## src/rtl/gcd_job_dispatch_if.sv

```systemverilog
// Stream and engine signals between gcd_job_dispatch and its neighbours.
// Optional out_err signal when GCD_DISPATCH_TIMEOUT_EN is defined.
interface gcd_job_dispatch_if #(
  parameter int WIDTH = 41,
  parameter int TAG_W = 4
);
  // Operand stream
  logic             in_valid;
  logic             in_ready;
  logic [WIDTH-1:0] in_a;
  logic [WIDTH-1:0] in_b;
  logic [TAG_W-1:0] in_tag;

  // Engine side
  logic             eng_start;
  logic [WIDTH-1:0] eng_a;
  logic [WIDTH-1:0] eng_b;
  logic [WIDTH-1:0] eng_res;
  logic             eng_done;

  // Result stream
  logic             out_valid;
  logic             out_ready;
  logic [WIDTH-1:0] out_data;
  logic [TAG_W-1:0] out_tag;
`ifdef GCD_DISPATCH_TIMEOUT_EN
  logic             out_err;
`endif

`ifdef GCD_DISPATCH_TIMEOUT_EN
  modport master (
    output in_valid, in_a, in_b, in_tag, eng_res, eng_done, out_ready,
    input  in_ready, eng_start, eng_a, eng_b, out_valid, out_data, out_tag, out_err
  );

  modport slave (
    input  in_valid, in_a, in_b, in_tag, eng_res, eng_done, out_ready,
    output in_ready, eng_start, eng_a, eng_b, out_valid, out_data, out_tag, out_err
  );
`else
  modport master (
    output in_valid, in_a, in_b, in_tag, eng_res, eng_done, out_ready,
    input  in_ready, eng_start, eng_a, eng_b, out_valid, out_data, out_tag
  );

  modport slave (
    input  in_valid, in_a, in_b, in_tag, eng_res, eng_done, out_ready,
    output in_ready, eng_start, eng_a, eng_b, out_valid, out_data, out_tag
  );
`endif
endinterface

```

## src/rtl/gcd_job_dispatch.sv

```systemverilog
// Buffers tagged operand pairs and issues them one at a time to the gcd_large engine.
// Define GCD_DISPATCH_TIMEOUT_EN to add a WAIT watchdog and the out_err result flag.
module gcd_job_dispatch #(
  parameter int WIDTH   = 41,
  parameter int DEPTH   = 4,
  parameter int TAG_W   = 4,
  parameter int TIMEOUT = 1024
) (
  input  logic              clk,
  input  logic              reset,
  gcd_job_dispatch_if.slave bus,
  output logic              busy
);
  localparam int         AW           = $clog2(DEPTH);
  localparam logic [AW:0] PTR_ONE     = (AW + 1)'(1);
  localparam logic [1:0] BLANK_CYCLES = 2'd2;

  typedef enum logic [2:0] {IDLE, ISSUE, BLANK, WAIT, EMIT} state_t;

  typedef struct packed {
    logic [WIDTH-1:0] a;
    logic [WIDTH-1:0] b;
    logic [TAG_W-1:0] tag;
  } entry_t;

  if (DEPTH < 2 || (DEPTH & (DEPTH - 1)) != 0) begin : g_bad_depth
    $error("gcd_job_dispatch: DEPTH must be a power of two >= 2");
  end
  if (TIMEOUT < 2) begin : g_bad_timeout
    $error("gcd_job_dispatch: TIMEOUT must be >= 2");
  end

  // ---------------------------------------------------------------------------
  // Input FIFO: one extra pointer bit distinguishes full from empty.
  // ---------------------------------------------------------------------------
  entry_t      mem [DEPTH];
  logic [AW:0] wr_ptr, rd_ptr;
  logic        full, empty, push, pop;
  entry_t      head;

  assign empty = (wr_ptr == rd_ptr);
  assign full  = (wr_ptr[AW] != rd_ptr[AW]) && (wr_ptr[AW-1:0] == rd_ptr[AW-1:0]);
  // Held low while reset is asserted so nothing is accepted in the reset cycle.
  assign bus.in_ready = !full && !reset;
  assign push  = bus.in_valid && bus.in_ready;
  assign head  = mem[rd_ptr[AW-1:0]];

  // NOTE: storage is deliberately not reset; the pointers alone say which entries are live.
  always_ff @(posedge clk) begin
    if (push) begin
      mem[wr_ptr[AW-1:0]] <= '{a: bus.in_a, b: bus.in_b, tag: bus.in_tag};
    end
  end

  // NOTE: registers use non-blocking assignments so every flop samples pre-edge values.
  always_ff @(posedge clk) begin
    if (reset) begin
      wr_ptr <= '0;
      rd_ptr <= '0;
    end else begin
      if (push) wr_ptr <= wr_ptr + PTR_ONE;
      if (pop)  rd_ptr <= rd_ptr + PTR_ONE;
    end
  end

  // ---------------------------------------------------------------------------
  // Job sequencer
  // ---------------------------------------------------------------------------
  state_t           state, state_d;
  logic [WIDTH-1:0] job_a, job_b;
  logic [TAG_W-1:0] job_tag;
  logic [1:0]       blank_cnt;
  logic [WIDTH-1:0] out_data_q, out_data_d;
  logic [TAG_W-1:0] out_tag_q, out_tag_d;
  logic             load_job;

`ifdef GCD_DISPATCH_TIMEOUT_EN
  localparam int WD_W = (TIMEOUT > 1) ? $clog2(TIMEOUT) : 1;
  logic [WD_W-1:0] wd_cnt;
  logic            wd_expired;
  logic            out_err_q, out_err_d;

  assign wd_expired = (wd_cnt == WD_W'(TIMEOUT - 1));
`endif

  always_comb begin
    // NOTE: every signal driven here gets a default first, so no path can infer a latch.
    state_d    = state;
    pop        = 1'b0;
    load_job   = 1'b0;
    out_data_d = out_data_q;
    out_tag_d  = out_tag_q;
`ifdef GCD_DISPATCH_TIMEOUT_EN
    out_err_d  = out_err_q;
`endif
    unique case (state)
      IDLE: begin
        if (!empty) begin
          pop = 1'b1;
          // Zero operands are answered directly so the engine never divides by zero.
          if (head.b == '0) begin
            out_data_d = head.a;
            out_tag_d  = head.tag;
`ifdef GCD_DISPATCH_TIMEOUT_EN
            out_err_d  = 1'b0;
`endif
            state_d    = EMIT;
          end else if (head.a == '0) begin
            out_data_d = head.b;
            out_tag_d  = head.tag;
`ifdef GCD_DISPATCH_TIMEOUT_EN
            out_err_d  = 1'b0;
`endif
            state_d    = EMIT;
          end else begin
            load_job = 1'b1;
            state_d  = ISSUE;
          end
        end
      end
      ISSUE: state_d = BLANK;
      // The engine's done level lingers after start; skip it before trusting done.
      BLANK: if (blank_cnt == 2'd1) state_d = WAIT;
      WAIT: begin
        if (bus.eng_done) begin
          out_data_d = bus.eng_res;
          out_tag_d  = job_tag;
`ifdef GCD_DISPATCH_TIMEOUT_EN
          out_err_d  = 1'b0;
`endif
          state_d    = EMIT;
        end
`ifdef GCD_DISPATCH_TIMEOUT_EN
        else if (wd_expired) begin
          out_data_d = '0;
          out_tag_d  = job_tag;
          out_err_d  = 1'b1;
          state_d    = EMIT;
        end
`endif
      end
      EMIT: if (bus.out_ready) state_d = IDLE;
      default: state_d = IDLE;
    endcase
  end

  always_ff @(posedge clk) begin
    if (reset) begin
      state      <= IDLE;
      job_a      <= '0;
      job_b      <= '0;
      job_tag    <= '0;
      blank_cnt  <= '0;
      out_data_q <= '0;
      out_tag_q  <= '0;
`ifdef GCD_DISPATCH_TIMEOUT_EN
      wd_cnt     <= '0;
      out_err_q  <= 1'b0;
`endif
    end else begin
      state      <= state_d;
      out_data_q <= out_data_d;
      out_tag_q  <= out_tag_d;
      if (load_job) begin
        job_a   <= head.a;
        job_b   <= head.b;
        job_tag <= head.tag;
      end
      if (state == ISSUE) begin
        blank_cnt <= BLANK_CYCLES;
      end else if (state == BLANK) begin
        blank_cnt <= blank_cnt - 2'd1;
      end
`ifdef GCD_DISPATCH_TIMEOUT_EN
      wd_cnt    <= (state == WAIT) ? wd_cnt + WD_W'(1) : '0;
      out_err_q <= out_err_d;
`endif
    end
  end

  assign bus.eng_start = (state == ISSUE);
  assign bus.eng_a     = job_a;
  assign bus.eng_b     = job_b;
  assign bus.out_valid = (state == EMIT);
  assign bus.out_data  = out_data_q;
  assign bus.out_tag   = out_tag_q;
`ifdef GCD_DISPATCH_TIMEOUT_EN
  assign bus.out_err   = out_err_q;
`endif
  assign busy = (state != IDLE) || !empty;

  a_start_pulse : assert property (@(posedge clk) disable iff (reset)
    bus.eng_start |=> !bus.eng_start);
  a_pop_nonempty : assert property (@(posedge clk) disable iff (reset)
    pop |-> !empty);
  a_out_stable : assert property (@(posedge clk) disable iff (reset)
    (bus.out_valid && !bus.out_ready) |=>
      (bus.out_valid && $stable(bus.out_data) && $stable(bus.out_tag)));
endmodule

```

## src/flat_wrapper.sv

```systemverilog
// flat-port wrapper written by rule: the top's interface ports become plain ports
module gcd_job_dispatch_flat 
#(
  parameter int WIDTH   = 41,
  parameter int DEPTH   = 4,
  parameter int TAG_W   = 4,
  parameter int TIMEOUT = 1024
)
  (clk, reset, busy, bus_in_valid, bus_in_a, bus_in_b, bus_in_tag, bus_eng_res, bus_eng_done, bus_out_ready, bus_in_ready, bus_eng_start, bus_eng_a, bus_eng_b, bus_out_valid, bus_out_data, bus_out_tag);
  gcd_job_dispatch_if #(.WIDTH(WIDTH), .TAG_W(TAG_W)) bus_i ();
  input  logic clk;
  input  logic reset;
  output logic busy;
  input wire logic [$bits(bus_i.in_valid)-1:0] bus_in_valid;
  input wire logic [$bits(bus_i.in_a)-1:0] bus_in_a;
  input wire logic [$bits(bus_i.in_b)-1:0] bus_in_b;
  input wire logic [$bits(bus_i.in_tag)-1:0] bus_in_tag;
  input wire logic [$bits(bus_i.eng_res)-1:0] bus_eng_res;
  input wire logic [$bits(bus_i.eng_done)-1:0] bus_eng_done;
  input wire logic [$bits(bus_i.out_ready)-1:0] bus_out_ready;
  output wire logic [$bits(bus_i.in_ready)-1:0] bus_in_ready;
  output wire logic [$bits(bus_i.eng_start)-1:0] bus_eng_start;
  output wire logic [$bits(bus_i.eng_a)-1:0] bus_eng_a;
  output wire logic [$bits(bus_i.eng_b)-1:0] bus_eng_b;
  output wire logic [$bits(bus_i.out_valid)-1:0] bus_out_valid;
  output wire logic [$bits(bus_i.out_data)-1:0] bus_out_data;
  output wire logic [$bits(bus_i.out_tag)-1:0] bus_out_tag;
  assign bus_i.in_valid = bus_in_valid;
  assign bus_i.in_a = bus_in_a;
  assign bus_i.in_b = bus_in_b;
  assign bus_i.in_tag = bus_in_tag;
  assign bus_i.eng_res = bus_eng_res;
  assign bus_i.eng_done = bus_eng_done;
  assign bus_i.out_ready = bus_out_ready;
  assign bus_in_ready = bus_i.in_ready;
  assign bus_eng_start = bus_i.eng_start;
  assign bus_eng_a = bus_i.eng_a;
  assign bus_eng_b = bus_i.eng_b;
  assign bus_out_valid = bus_i.out_valid;
  assign bus_out_data = bus_i.out_data;
  assign bus_out_tag = bus_i.out_tag;
  gcd_job_dispatch #(.WIDTH(WIDTH), .DEPTH(DEPTH), .TAG_W(TAG_W), .TIMEOUT(TIMEOUT)) u_core (.clk(clk), .reset(reset), .bus(bus_i), .busy(busy));
endmodule
```

## config.mk

```make
export PLATFORM = sky130hd
export DESIGN_NAME = gcd_job_dispatch_flat
export DESIGN_NICKNAME = d
export VERILOG_FILES = /design/src/rtl/gcd_job_dispatch_if.sv /design/src/rtl/gcd_job_dispatch.sv /design/src/flat_wrapper.sv
export SDC_FILE = /design/constraint.sdc
export NUM_CORES = 1
export LEC_CHECK = 0
export ABC_AREA = 1
export CAP_MARGIN = 20
export CORE_MARGIN = 1
export CORE_UTILIZATION = 50
export DETAILED_ROUTE_END_ITERATION = 8
export GPL_TIMING_DRIVEN = 0
export PLACE_DENSITY = 0.73
export SLEW_MARGIN = 20
export SYNTH_ARGS = -nofsm -noshare
export SYNTH_HDL_FRONTEND = slang
export SYNTH_SLANG_ARGS = --single-unit
export TNS_END_PERCENT = 50
```

## constraint.sdc

```tcl
create_clock -name clk -period 13.12 [get_ports clk]
set_clock_uncertainty 0.2 [all_clocks]
set_input_delay 2.624 -clock clk [delete_from_list [all_inputs] [get_ports clk]]
set_output_delay 2.624 -clock clk [all_outputs]
set_load 0.02 [all_outputs]
```

; Yosys cells after proc, flatten, opt, wreduce, memory -nomap -nowiden
; Memories as Yosys holds them, arrays and structs flattened. A register that Yosys moved wholly into a read port is not among the register bits.
; Cells that the tools add are included.
[totals]
ff_bits = 142
latchBits = 0
ram_bits = 344
mem_bits_ro = 0
output_inout_bits = 131
wordCells = 72
n_memories = 1
[memory_table]
columns = memory, depth, word_bits, read_ports, rd_ports_with_merged_regs, write_ports, line
row1 = u_core.mem, 4, 86, 1, 1, 1, gcd_job_dispatch.sv:36  ; entry_t mem [DEPTH];
[classes]
add_sub_neg = 3
n_mul = 0
div = 0
n_lt_le_gt_ge = 0
n_eq_ne = 13
shifts = 0
mux = 29
n_bitwise = 0
reduce_logical = 16
[ops]
columns = cell, n
row1 = 41-bit two-way mux, 4
row2 = 41-bit zero test, 2
row3 = 41-bit case mux with 2 select lines, 1
row4 = 3-bit two-way mux, 6
row5 = 4-bit two-way mux, 4
row6 = 3-bit case mux with 5 select lines, 1
row7 = 1-bit two-way mux, 8
row8 = 2-bit two-way mux, 4
row9 = 4-bit case mux with 2 select lines, 1
row10 = 4-bit AND reduction, 2
row11 = "3-bit by 1-bit adder with 3-bit output, second input constant", 2
row12 = "3-bit by 2-bit == test with 1-bit output, second input constant", 2
row13 = "2-bit != test, second input constant", 3
row14 = 2-bit nonzero test, 2
row15 = "3-bit by 1-bit == test with 1-bit output, second input constant", 1
row16 = 3-bit == test, 1
row17 = "3-bit == test, second input constant", 1
row18 = 1-bit logical AND, 3
row19 = 1-bit zero test, 3
row20 = 3-bit zero test, 1
row21 = "3-bit by 1-bit != test with 1-bit output, second input constant", 1
row22 = 3-bit nonzero test, 1
row23 = "2-bit by 1-bit == test with 1-bit output, second input constant", 1
row24 = 2-bit == test, 1
row25 = 5 further kinds, 5

; Logic depth before layout (Yosys ltp)
[logic_depth]
ltp_word = 7
ltp_mapped = 20
ltp_nobuf = 15

; Worst setup path after synthesis
; No wires, ideal clock.
[synth_timing]
path_type = input-to-reg
start = input port reset
end = memory u_core.mem[3][0] in the netlist's numbering (enable)
setup_ps = 535
arrival_time_ps = 6758
required_time_ps = 12385
path_slack_ps = 5627
stages = 5
n_path_buf = 0
path_cell_list = inv_1 -> nand2_1 -> inv_1 -> nand2_1 -> nor2_1
[synth_between]
elab_chain_len = 5
[synth_lines]
columns = item, line
row1 = "start, declared", flat_wrapper.sv:12  ; input logic reset;
row2 = 1-bit zero test, gcd_job_dispatch.sv:44  ; assign bus.in_ready = !full && !reset;
row3 = 1-bit logical AND, gcd_job_dispatch.sv:44
row4 = via bus_in_ready, flat_wrapper.sv:21  ; output wire logic [$bits(bus_i.in_ready)-1:0] bus_in_ready;
row5 = 1-bit logical AND, gcd_job_dispatch.sv:45  ; assign push = bus.in_valid && bus.in_ready;
row6 = 1-bit two-way mux, gcd_job_dispatch.sv:50  ; if (push) begin
row7 = 1-bit two-way mux (implied by the code), gcd_job_dispatch.sv:51  ; mem[wr_ptr[AW-1:0]] <= '{a: bus.in_a, b: bus.in_b, tag: bus.in_tag};
row8 = "end, declared", gcd_job_dispatch.sv:36
; The timed path passes the listed nets, and every way through them passes these cells.

; Worst setup path after layout
[layout_timing]
start = input port reset
end = output port bus_in_ready
[layout_between]
elab_chain_len = 2
[layout_lines]
columns = item, line
row1 = 1-bit zero test, gcd_job_dispatch.sv:44
row2 = 1-bit logical AND, gcd_job_dispatch.sv:44
row3 = "end, declared", flat_wrapper.sv:21
; Every way passes these cells.

==> results.py <==
metrics = {
    "status": {
        "status": "finished clean",
    },
    "placed_design": {
        "io_buffers": 262,
        "placed_cells": 3001,
        "dp_hpwl_um": 47600,
        "routabilityCongestion": 0.961,
        "dpl_cell_area_um2": 24200,
    },
    "clock_tree": {
        "post-cts-setup-buffers": 0,
        "tritoncts": "yes",
        "clk_path_buf_depth": 3,
        "cts_num_sinks": 488,
        "cts_buffers": 50,
        "cts_resized": 0,
        "clkTransAtPathRegs_ns": 0.06,
        "cts_max_level": 2,
        "hold_buffers": 0,
        "cts-root-buf": "clkbuf_16",
        "clk_latency_ns": 0.60,
    },
    "logic_synthesis": {
        "async_flop_share_pct": 0,
        "synth-seq-cells": 488,
        "synth_area_um2": 20500,
        "yosysSeqAreaShare_pct": 64.4,
        "avgSynthCellArea_um2": 9.34,
        "yosys_warnings": 0,
        "yosysUniqueCellTypes": 30,
        "synth_top_area_share_pct": 50.3,
        "synth_edf_count": 344,
        "netlist_top_cells_area": "edfxtp_1, dfxtp_1, nand2_1",
        "synth_area_leader_cell": "edfxtp_1",
        "synth_cells": 2198,
        "ys.flop_type": "edfxtp_1",
        "yosysMostFrequentCell": "nand2_1",
        "synth_nets": 2336,
        "yosys-top-cells-count": "nand2_1, edfxtp_1, nor2_1, nand3_1, inv_1",
    },
    "die": {
        "io-pin-count": 263,
        "die_w_um": 205,
        "initial_utilization_pct": 51.2,
        "num_rows": 73,
        "fp.dieH_um": 205,
        "coreArea_um2": 40100,
        "die_area_um2": 41900,
    },
    "global_routing": {
        "globalRoute.totalOverflow": 0,
        "grt_pass1_vias": 15600,
        "antenna_found_initial": 0,
        "grt_usage_pct": 31.2,
        "grt_max_degree": 24,
        "grt_pass1_wl_um": 95100,
    },
    "sta": {
        "max_slew_margin_pct": 36.7,
        "finalSetupTns_ns": 0,
        "worstMarginPinSlew_ns": 0.949,
        "timing_hold_violations_final": 0,
        "setup_viol": 0,
        "slew_violations": 0,
        "rsz0062_at_grt": "false",
        "period_minus_slack_ns": 6.91,
        "fmax_ghz": 0.145,
        "period_share_pct": 52.6,
    },
    "critical_path": {
        "crit_fanout": 5,
        "cpPeakStageDelay_ns": 0.60,
        "cp-end-kind": "primary output",
        "critPathBufInv": 4,
        "critPathLaunchType": "input pin",
        "slowest_stage": "clkdlybuf4s50_1",
        "critical_path.top_delay_family": "buffers and inverters",
        "criticalPathCategory": "in -> out",
        "crit_required_ns": 10.30,
        "arrival_ns": 4.08,
        "path_cells": "clkdlybuf4s50_1 > inv_1 > nand2_1 > inv_1 > clkdlybuf4s50_1",
    },
    "power_and_ir_drop": {
        "ir_worst_vdd_mv": 0.139,
        "power_leakage_nw": 10.5,
        "powerDensity_nw_per_um2": 246,
    },
    "routing": {
        "dr_total_vias": 16700,
        "drtIter0Drc": 1947,
        "ant_nets": 0,
        "wl_um": 65100,
        "vias_per_cell": 5.39,
        "drtPass1Iterations": 6,
        "drc": 0,
        "wl_per_cell_um": 21.0,
    },
    "worst_hold_path": {
        "hp-class": "reg -> reg",
    },
    "cells_and_area": {
        "stdcell_count": 3095,
        "fin_nets": 2666,
        "area_delta_synth_final_pct": 25.6,
        "drive_gt1_share_pct": 8.10,
        "postLayoutCellArea_um2": 25800,
    },
    "run": {
        "maxCapViolations": 0,
    },
}
==> kinds of logic (layout without fill, tap and decap cells) <==
kind of cell    count (synthesis)  in the layout  synth area share, %
simple gates                 1265           1265                 25.5
flops                         488            488                 64.4
buf+inv                       322            693                 6.71
compound gates                114            114                 2.90
fa+ha+maj                       6              6                0.366
xor+xnor                        3              3                0.128
other cells                     0              1                    0
==> worst paths after layout <==
path | from | endpoint | slack (ns) | cells after the start
max reg2reg | flop | u_core.bus.out_data[25] | 9.12 | 17
min reg2reg | u_core.rd_ptr[2] | u_core.rd_ptr[2] | 0.28 | 2
min | u_core.rd_ptr[2] | u_core.rd_ptr[2] | 0.28 | 2
max | reset | bus_in_ready | 6.21 | 5
==> worst reg2reg max path, cell delays in order, from the launching register on <==
cell and delay [ns]:
dfxtp_1 0.35, buf_4 0.20, buf_2 0.32, buf_2 0.36, buf_2 0.30, nand2_1 0.08, nand3_1 0.08, nand2_1 0.24
nand2_1 0.13, nor2_1 0.05, nand2_1 0.05, nor2_1 0.04, nand3_1 0.17, nand3_1 0.18, nand2_2 0.19, clkbuf_1 0.66
a21oi_1 0.19, nor2_1 0.15
==> report_power, final <==
| part | switching, mW | internal [mW] | total (mW) |
|---|---|---|---|
| sequential | 0.154 | 1.89 | 2.04 |
| combinational | 1.97 | 0.940 | 2.91 |
| clock | 0.587 | 0.789 | 1.38 |
==> stage by stage <==
step,utilization [%],power (mW),setup slack (ns),hold WS (ns)
CTS,64.3,6.28,6.20,0.279
detailed placement,60.3,4.91,6.20,0.271
finish,64.3,6.33,6.21,0.281
global placement,59.4,4.86,2.03,0.257
floorplan,-,3.65,5.63,0.246
global route,64.3,6.62,6.14,0.325
==> registers in the layout, indices dropped and copies added, names as in the netlist, named ones only <==
name and cells:
u_core.bus.eng_a 41, u_core.mem 344, u_core.rd_ptr 3, u_core.job_tag 4, u_core.bus.out_data 41, u_core.bus.eng_b 41, u_core.state 3, u_core.bus.out_tag 4
u_core.wr_ptr 3, u_core.blank_cnt 2
==> cell usage in the layout, fill, tap and decap left out, drive strengths merged <==
cell type	count
clkinvlp	1
a21oi	87
nand4	41
diode	1
o21ai	17
nor3	6
clkinv	19
xor2	1
xnor2	2
nand2	738
o21a	1
clkdlybuf4s50	262
clkbuf	112
nor2	227
bufinv	2
nand3	208
buf	94
a211oi	1
or2	43
ha	6
nor4	2
o22ai	4
o211ai	2
inv	203
o221a	1
dfxtp	144
edfxtp	344
o21bai	1
==> metal layers <==
metal  track usage [%]  up-vias  share of wire (%)  wire [µm]
li1                  -     7802                  -          -
met1              41.1     7705                 38      24400
met2              49.9     1004                 46      30200
met3              5.35      172                 11       7340
met4              15.3        0                4.7       3090
met5                 0        -                  0          0
==> cell type report <==
type	count	area [µm²]
well taps	525	657
plain buffers	121	622
clock buffers	69	1400
fillers	3167	14300
flip-flops and latches	488	13200
clock inverters	24	185
diodes	1	2.50
inverters	201	754
repair buffers	278	2970
multi-input cells	1388	5960
Note: power is estimated with default switching activity, not from simulation.
